--- src/rtl/ras_stack.sv ---
// rtl/ras_stack.sv - return address stack with per-prediction checkpoint restore
//
// Purpose:
//   Fetch0 return address stack. A BTB hit with RAS control applies a
//   speculative push / pop / pop+push in fetch order. The current top is
//   presented combinationally as the predicted return target. Every cycle the
//   pre-op {cnt,tos} and top entry are exported as a checkpoint, which travels
//   with the branch and is handed back on a redirect to restore the stack.
//
// Configuration macro:
//   RAS_REPAIR_TOP_EN - when defined, a redirect also rewrites the entry at the
//                       restored tos with redirect_top_i, repairing a top entry
//                       clobbered by wrong-path pushes. When undefined only the
//                       pointer and count are restored and redirect_top_i is
//                       ignored.
//
// Ports:
//   clock            in   core clock, all state updates on posedge
//   reset            in   synchronous active-high reset (beats redirect_i)
//   ras_hit_i        in   BTB hit at f0; ops ignored when low
//   ras_ctl_i        in   00 none, 01 push, 10 pop, 11 pop+push
//   ras_push_addr_i  in   return address to push
//   fetch_stall_i    in   f0 stalled; op not applied
//   redirect_i       in   restore {cnt,tos} from redirect_ckpt_i; drops any op
//   redirect_ckpt_i  in   checkpoint {cnt,tos}
//   redirect_top_i   in   saved top entry (repair build only)
//   ras_tar_o        out  predicted return target, entry[tos] or 0 if empty
//   ras_valid_o      out  cnt != 0
//   ras_ckpt_o       out  {cnt,tos} before this cycle's op
//   ras_ckpt_top_o   out  entry[tos] before this cycle's op

module ras_stack #(
  parameter int DEPTH  = 16,
  parameter int PTR_W  = 4,
  parameter int ADDR_W = 64
) (
  input  logic                 clock,
  input  logic                 reset,
  input  logic                 ras_hit_i,
  input  logic [1:0]           ras_ctl_i,
  input  logic [ADDR_W-1:0]    ras_push_addr_i,
  input  logic                 fetch_stall_i,
  input  logic                 redirect_i,
  input  logic [2*PTR_W:0]     redirect_ckpt_i,
  input  logic [ADDR_W-1:0]    redirect_top_i,
  output logic [ADDR_W-1:0]    ras_tar_o,
  output logic                 ras_valid_o,
  output logic [2*PTR_W:0]     ras_ckpt_o,
  output logic [ADDR_W-1:0]    ras_ckpt_top_o
);

  localparam logic [1:0] CTL_NONE    = 2'b00;
  localparam logic [1:0] CTL_PUSH    = 2'b01;
  localparam logic [1:0] CTL_POP     = 2'b10;
  localparam logic [1:0] CTL_POPPUSH = 2'b11;

  localparam logic [PTR_W:0] CNT_FULL = (PTR_W+1)'(DEPTH);
  localparam logic [PTR_W:0] CNT_ONE  = (PTR_W+1)'(1);
  localparam logic [PTR_W-1:0] PTR_ONE = PTR_W'(1);

  logic [ADDR_W-1:0] entry [DEPTH];
  logic [PTR_W-1:0]  tos;
  logic [PTR_W:0]    cnt;

  logic [PTR_W-1:0]  tos_nxt;
  logic [PTR_W:0]    cnt_nxt;
  logic              wr_en;
  logic [PTR_W-1:0]  wr_idx;
  logic [ADDR_W-1:0] wr_data;

  logic              op_en;
  logic              cnt_zero;
  logic              cnt_full;
  logic [PTR_W:0]    ckpt_cnt;
  logic [PTR_W-1:0]  ckpt_tos;
  logic [ADDR_W-1:0] top_entry;

  assign ckpt_cnt = redirect_ckpt_i[2*PTR_W:PTR_W];
  assign ckpt_tos = redirect_ckpt_i[PTR_W-1:0];

  // Redirect outranks any op presented in the same cycle.
  assign op_en    = ras_hit_i & ~fetch_stall_i & ~redirect_i;
  assign cnt_zero = (cnt == '0);
  assign cnt_full = (cnt == CNT_FULL);

`ifndef RAS_REPAIR_TOP_EN
  logic unused_redirect_top;
  assign unused_redirect_top = ^redirect_top_i;
`endif

  always_comb begin
    tos_nxt = tos;
    cnt_nxt = cnt;
    wr_en   = 1'b0;
    wr_idx  = tos;
    wr_data = ras_push_addr_i;
    if (redirect_i) begin
      tos_nxt = ckpt_tos;
      cnt_nxt = ckpt_cnt;
`ifdef RAS_REPAIR_TOP_EN
      wr_en   = 1'b1;
      wr_idx  = ckpt_tos;
      wr_data = redirect_top_i;
`endif
    end else if (op_en) begin
      case (ras_ctl_i)
        CTL_PUSH: begin
          // Circular buffer: when full, the new top lands on the oldest slot.
          tos_nxt = tos + PTR_ONE;
          wr_en   = 1'b1;
          wr_idx  = tos + PTR_ONE;
          cnt_nxt = cnt_full ? cnt : cnt + CNT_ONE;
        end
        CTL_POP: begin
          if (!cnt_zero) begin
            tos_nxt = tos - PTR_ONE;
            cnt_nxt = cnt - CNT_ONE;
          end
        end
        CTL_POPPUSH: begin
          // Replace the top in place; an empty stack gains its first entry.
          wr_en   = 1'b1;
          wr_idx  = tos;
          if (cnt_zero) cnt_nxt = CNT_ONE;
        end
        CTL_NONE: begin
        end
        default: begin
        end
      endcase
    end
  end

  always_ff @(posedge clock) begin
    if (reset) begin
      tos <= '0;
      cnt <= '0;
      for (int i = 0; i < DEPTH; i++) begin
        entry[i] <= '0;
      end
    end else begin
      tos <= tos_nxt;
      cnt <= cnt_nxt;
      if (wr_en) entry[wr_idx] <= wr_data;
    end
  end

  // Reads come only from registered state, so a push is visible next cycle.
  assign top_entry      = entry[tos];
  assign ras_tar_o      = cnt_zero ? '0 : top_entry;
  assign ras_valid_o    = ~cnt_zero;
  assign ras_ckpt_o     = {cnt, tos};
  assign ras_ckpt_top_o = top_entry;

endmodule

--- config.mk ---
export PLATFORM = sky130hd
export DESIGN_NAME = ras_stack
export DESIGN_NICKNAME = d
export VERILOG_FILES = /design/src/rtl/ras_stack.sv
export SDC_FILE = /design/constraint.sdc
export NUM_CORES = 1
export LEC_CHECK = 0
export CAP_MARGIN = 25
export CORE_MARGIN = 2
export CORE_UTILIZATION = 25
export DETAILED_ROUTE_END_ITERATION = 6
export MAX_ROUTING_LAYER = met4
export SYNTH_ARGS = -nofsm -noshare
export SYNTH_HDL_FRONTEND = slang
export SYNTH_SLANG_ARGS = --single-unit
--- constraint.sdc ---
create_clock -name clock -period 9.8 [get_ports clock]
set_input_delay 1.96 -clock clock [delete_from_list [all_inputs] [get_ports clock]]
set_output_delay 1.96 -clock clock [all_outputs]
set_load 0.005 [all_outputs]
# Word-level counts from Yosys, hierarchy flattened
# Memory sizes are Yosys's and may differ from the RTL's. A register that Yosys moved wholly into a read port is not among the register bits.
# Index checks and enable logic that the tools add are counted.
[word_totals]
register_bits = 9
ram_bits = 1024
inputBits = 144
output_inout_bits = 138
elab_cells = 54
memories = 1
[mem_list]
columns = ["memory", "depth", "word_bits", "rd", "rd_ports_with_merged_regs", "wr", "line", "source"]
rows = [
  ["entry", 16, 64, 1, 1, 16, "61", "logic [ADDR_W-1:0] entry [DEPTH];"],
]
[classes]
n_addsub = 4
n_eq_ne = 7
n_mux = 27
n_bitwise = 5
reduce_logical = 8
[ops]
columns = ["op", "count"]
rows = [
  ["two-way mux 64 bit", 2],
  ["OR reduction 64 bit", 1],
  ["two-way mux 4 bit", 9],
  ["two-way mux 5 bit", 5],
  ["case mux 5 bit (3 select lines)", 1],
  ["two-way mux 1 bit", 9],
  ["!= test 3 bit (second input constant)", 3],
  ["case mux 4 bit (2 select lines)", 1],
  ["adder 5 x 1 -> 5 bit (second input constant)", 1],
  ["== test 5 bit (second input constant)", 1],
  ["zero test 5 bit", 1],
  ["AND reduction 5 bit", 1],
  ["subtractor 5 x 1 -> 5 bit (second input constant)", 1],
  ["adder 4 x 1 -> 4 bit (second input constant)", 1],
  ["== test 2 bit (second input constant)", 2],
  ["nonzero test 4 bit", 1],
  ["subtractor 4 x 1 -> 4 bit (second input constant)", 1],
  ["inverter 1 bit", 3],
  ["AND reduction 3 bit", 1],
  ["nonzero test 3 bit", 1],
  ["AND 1 bit", 2],
  ["== test 2 x 1 -> 1 bit (second input constant)", 1],
  ["nonzero test 2 bit", 1],
  ["OR reduction 2 bit", 1],
]

# Depth between registers and ports, before layout
[depth]
depth_word = 10
depth_mapped = 10
mapped_depth_nobuf = 8

# Worst setup path after synthesis
# No wires, ideal clock.
[synth_path]
kind = "input port to flip-flop"
from = "in ras_ctl_i[1]"
to = "mem entry[13][0], enable pin"
setup_time_ns = 0.421
arrival_time_ns = 4.361
t_required_ns = 9.379
slack_ns = 5.018
cell_stages = 6
path_buffers = 3
cell_sequence = "clkbuf_1 buf_2 a31oi_1 nor2_1 clkbuf_1 a21o_1"
[synth_lines]
columns = ["item", "line", "source"]
rows = [
  ["start: declaration", "40", "input logic [1:0] ras_ctl_i,"],
  ["end: declaration", "61", ""],
]

==> impl_metrics.env <==
export IMPL_outcome="finished, final reports clean"
export IMPL_power_density_nw_per_um2=185.6
export IMPL_clockPowerShare_pct=38.6
export IMPL_relSlewSlack_pct=15.27
export IMPL_grt_max_degree=175
export IMPL_route_vias_total=27509
export IMPL_synth_edff_count=1024
export IMPL_grt_pass1_vias=28332
export IMPL_yosysTopAreaCell="edfxtp_1"
export IMPL_timing_setup_tns_ns=0
export IMPL_cp_required_ns=7.84
export IMPL_viasPerCell=4.727
export IMPL_maxCapViolations=0
export IMPL_drtAntennaViolNets=0
export IMPL_routed_wl_um=138300
export IMPL_tritoncts_num_sinks=1037
export IMPL_die_x_um=432.4
export IMPL_antenna_found_initial=25
export IMPL_core_area_um2=182700
export IMPL_arrival_ns=4.26
export IMPL_numCtsBuffers=107
export IMPL_skew_ns=0.01773
export IMPL_drt_first_iter_violations=2583
export IMPL_hp_class="reg2reg"
export IMPL_synth_cell_types=46
export IMPL_rows=157
export IMPL_clk_latency_ns=0.71
export IMPL_swShare_pct=24.27
export IMPL_post_route_period_util_pct=63.49
export IMPL_crit_fanout=64
export IMPL_p_int_mw=7.582
export IMPL_met1_usage_pct=17.92
export IMPL_ys_seq_elements=1037
export IMPL_rsz0062_at_grt="no"
export IMPL_timing_worst_setup_path_type="reg2out"
export IMPL_clk_path_buf_depth=3
export IMPL_grtUsageMet3_pct=1.988
export IMPL_gp_congestion=0.7538
export IMPL_htreeDepth=3
export IMPL_combPwrFrac_pct=10.8
export IMPL_finalMaxSlewViolations=0
export IMPL_peakVddDrop_mv=0.1351
export IMPL_drc=0
export IMPL_die_area_um2=187000
export IMPL_area_growth_synth_to_final_pct=17.60
export IMPL_hold_viol_final=0
export IMPL_leakage_nw=17.37
export IMPL_ys_flop_type="edfxtp_1"
export IMPL_syn_area_um2=45880
export IMPL_yosysTopAreaCellShare_pct=67.02
export IMPL_ys_warnings_count=0
export IMPL_tritoncts="built"
export IMPL_setup_viol=0
export IMPL_gr_total_overflow=0
export IMPL_synth_cells=3207
export IMPL_cts_root_buf="clkbuf_16"
export IMPL_cts_setup_buffers=0
export IMPL_ios=282
export IMPL_async_flop_share_pct=0
export IMPL_busiest_layer="met2"
export IMPL_layout_drive_gt1_share_pct=13.71
export IMPL_post_drt_wl_per_cell_um=23.75
export IMPL_fmax_mhz=160.7
export IMPL_grt_pass1_wl_um=197600
export IMPL_start_util_pct=25.12
export IMPL_synth_nets=3357
export IMPL_final_nets=3485
export IMPL_grt_util_met2_pct=26.12
export IMPL_fin_crit_ns=6.222
export IMPL_worst_setup_path_end_kind="primary output"
export IMPL_drt_pass1_iterations=5
export IMPL_hpwlAfterDp_um=75850
export IMPL_cts_hold_buf=0
export IMPL_synth_area_leaders="edfxtp_1 67%, mux4_2 13%, nor2_1 8.5%, mux2i_1 4.3%, nand2_1 2.2%"
export IMPL_die_h_um=432.4
export IMPL_yosysMostFrequentCell="nor2_1"
export IMPL_cts_resized=0
export IMPL_ys_seq_area_share_pct=67.58
export IMPL_clkTransAtPathRegs_ns=0.06
export IMPL_power_mw=10.01
export IMPL_tightest_slew_ns=1.271
export IMPL_synth_commonest_cells="1038 x nor2_1, 1024 x edfxtp_1, 265 x nand2_1"
export IMPL_p_seq_share_pct=50.6
export IMPL_portBuffers=217
export IMPL_grt_usage_pct=14.96
export IMPL_syn_area_per_cell_um2=14.31
export IMPL_start_kind="register"
export IMPL_switchingPower_mw=2.430
## cell families after synthesis
logic type      Yosys count  share of synthesized area, %
mux                     456                         16.93
flops                  1037                         67.58
fa+ha+maj                 6                        0.1800
compound gates          115                         1.699
simple gates           1335                         11.11
xor+xnor                  5                       0.09544
buf+inv                 253                         2.400
## cells in the final DEF (no fill, tap or decap), types with 3 or more instances in the layout
cell type | synthesis | routed
dfxtp_4 | 0 | 4
bufinv_16 | 0 | 5
nand2_1 | 265 | 264
nand3_1 | 5 | 5
clkinvlp_4 | 0 | 3
inv_1 | 11 | 11
buf_12 | 0 | 8
nand4_1 | 5 | 5
clkinv_1 | 0 | 34
dfxtp_1 | 13 | 9
ha_1 | 5 | 5
a21oi_1 | 10 | 9
clkinv_2 | 0 | 8
inv_6 | 0 | 4
buf_4 | 0 | 35
nand2b_1 | 9 | 8
a31oi_1 | 3 | 3
clkbuf_1 | 99 | 29
clkinv_8 | 0 | 3
o22ai_1 | 66 | 66
a311oi_1 | 3 | 3
clkbuf_16 | 0 | 107
mux4_2 | 256 | 256
nor2_4 | 0 | 3
edfxtp_1 | 1024 | 1024
xnor2_1 | 4 | 4
nor2_1 | 1038 | 1035
mux2i_1 | 198 | 196
clkdlybuf4s50_1 | 0 | 217
a21o_4 | 0 | 16
diode_2 | 0 | 13
## area by class of cell
cell class,instances,area [µm²]
antenna,13,32.53
clock buffer,136,2786
clock inverter,60,483.0
fill,18319,128700
inverter,11,41.29
multi-input combinational,1917,13980
sequential,1037,31020
tap,2385,2984
timing repair buffer,261,2623
## sequential cells by signal, indices dropped and copies added, names as in the netlist, named ones only
name and flops:
tos 4, entry 1024, cnt 5
## critical path: stages, from the launching register on
cell             delay, ns
dfxtp_4               0.35
buf_4                 0.77
buf_4                 0.71
mux4_2                0.42
mux2i_1               0.45
mux2i_1               0.19
clkdlybuf4s50_1       0.50
## power groups by stage
| stage | sequential, mW | combinational, mW | clock, mW |
|---|---|---|---|
| after CTS | 5.06 | 1.11 | 3.94 |
| after global placement | 5.15 | 1.11 | 0 |
| after global routing | 5.07 | 1.15 | 4.09 |
| final | 5.06 | 1.08 | 3.87 |
| after detailed placement | 5.16 | 1.11 | 0 |
| after floorplan | 5.13 | 0.580 | 0 |
## through the flow
| stage | setup slack (ns) | hold WS (ns) | area, µm² | std cells | util [%] |
|---|---|---|---|---|---|
| floorplan | 5.018 | 0.5135 | 45880 | 3207 | - |
| global placement | 3.672 | 0.5490 | 50630 | 5610 | 27.71 |
| detailed placement | 3.613 | 0.5483 | 50630 | 5610 | 27.71 |
| CTS | 3.439 | 0.5665 | 53900 | 5806 | 29.50 |
| global route | 3.345 | 0.5897 | 53960 | 5819 | 29.53 |
| finish | 3.578 | 0.5613 | 53960 | 5820 | 29.54 |
## worst paths after layout
kind,start,endpoint,depth (start not counted),slack (ns)
max,register,ras_ckpt_top_o[23],6,3.58
min,cnt[3]$_SDFFE_PP0P_,cnt[3]$_SDFFE_PP0P_,2,0.56
max reg2reg,tos[0]$_SDFFE_PP0P_,entry[7][27]$_SDFFCE_PN0P_,6,5.83
min reg2reg,cnt[3]$_SDFFE_PP0P_,cnt[3]$_SDFFE_PP0P_,2,0.56
## layer usage
layer | wire length, µm | up-vias
met3 | 8004 | 213
met1 | 54070 | 14200
met5 | 0 | -
met2 | 72560 | 995
li1 | - | 12101
met4 | 3616 | 0
No activity file was read; power rests on OpenSTA's default activity.
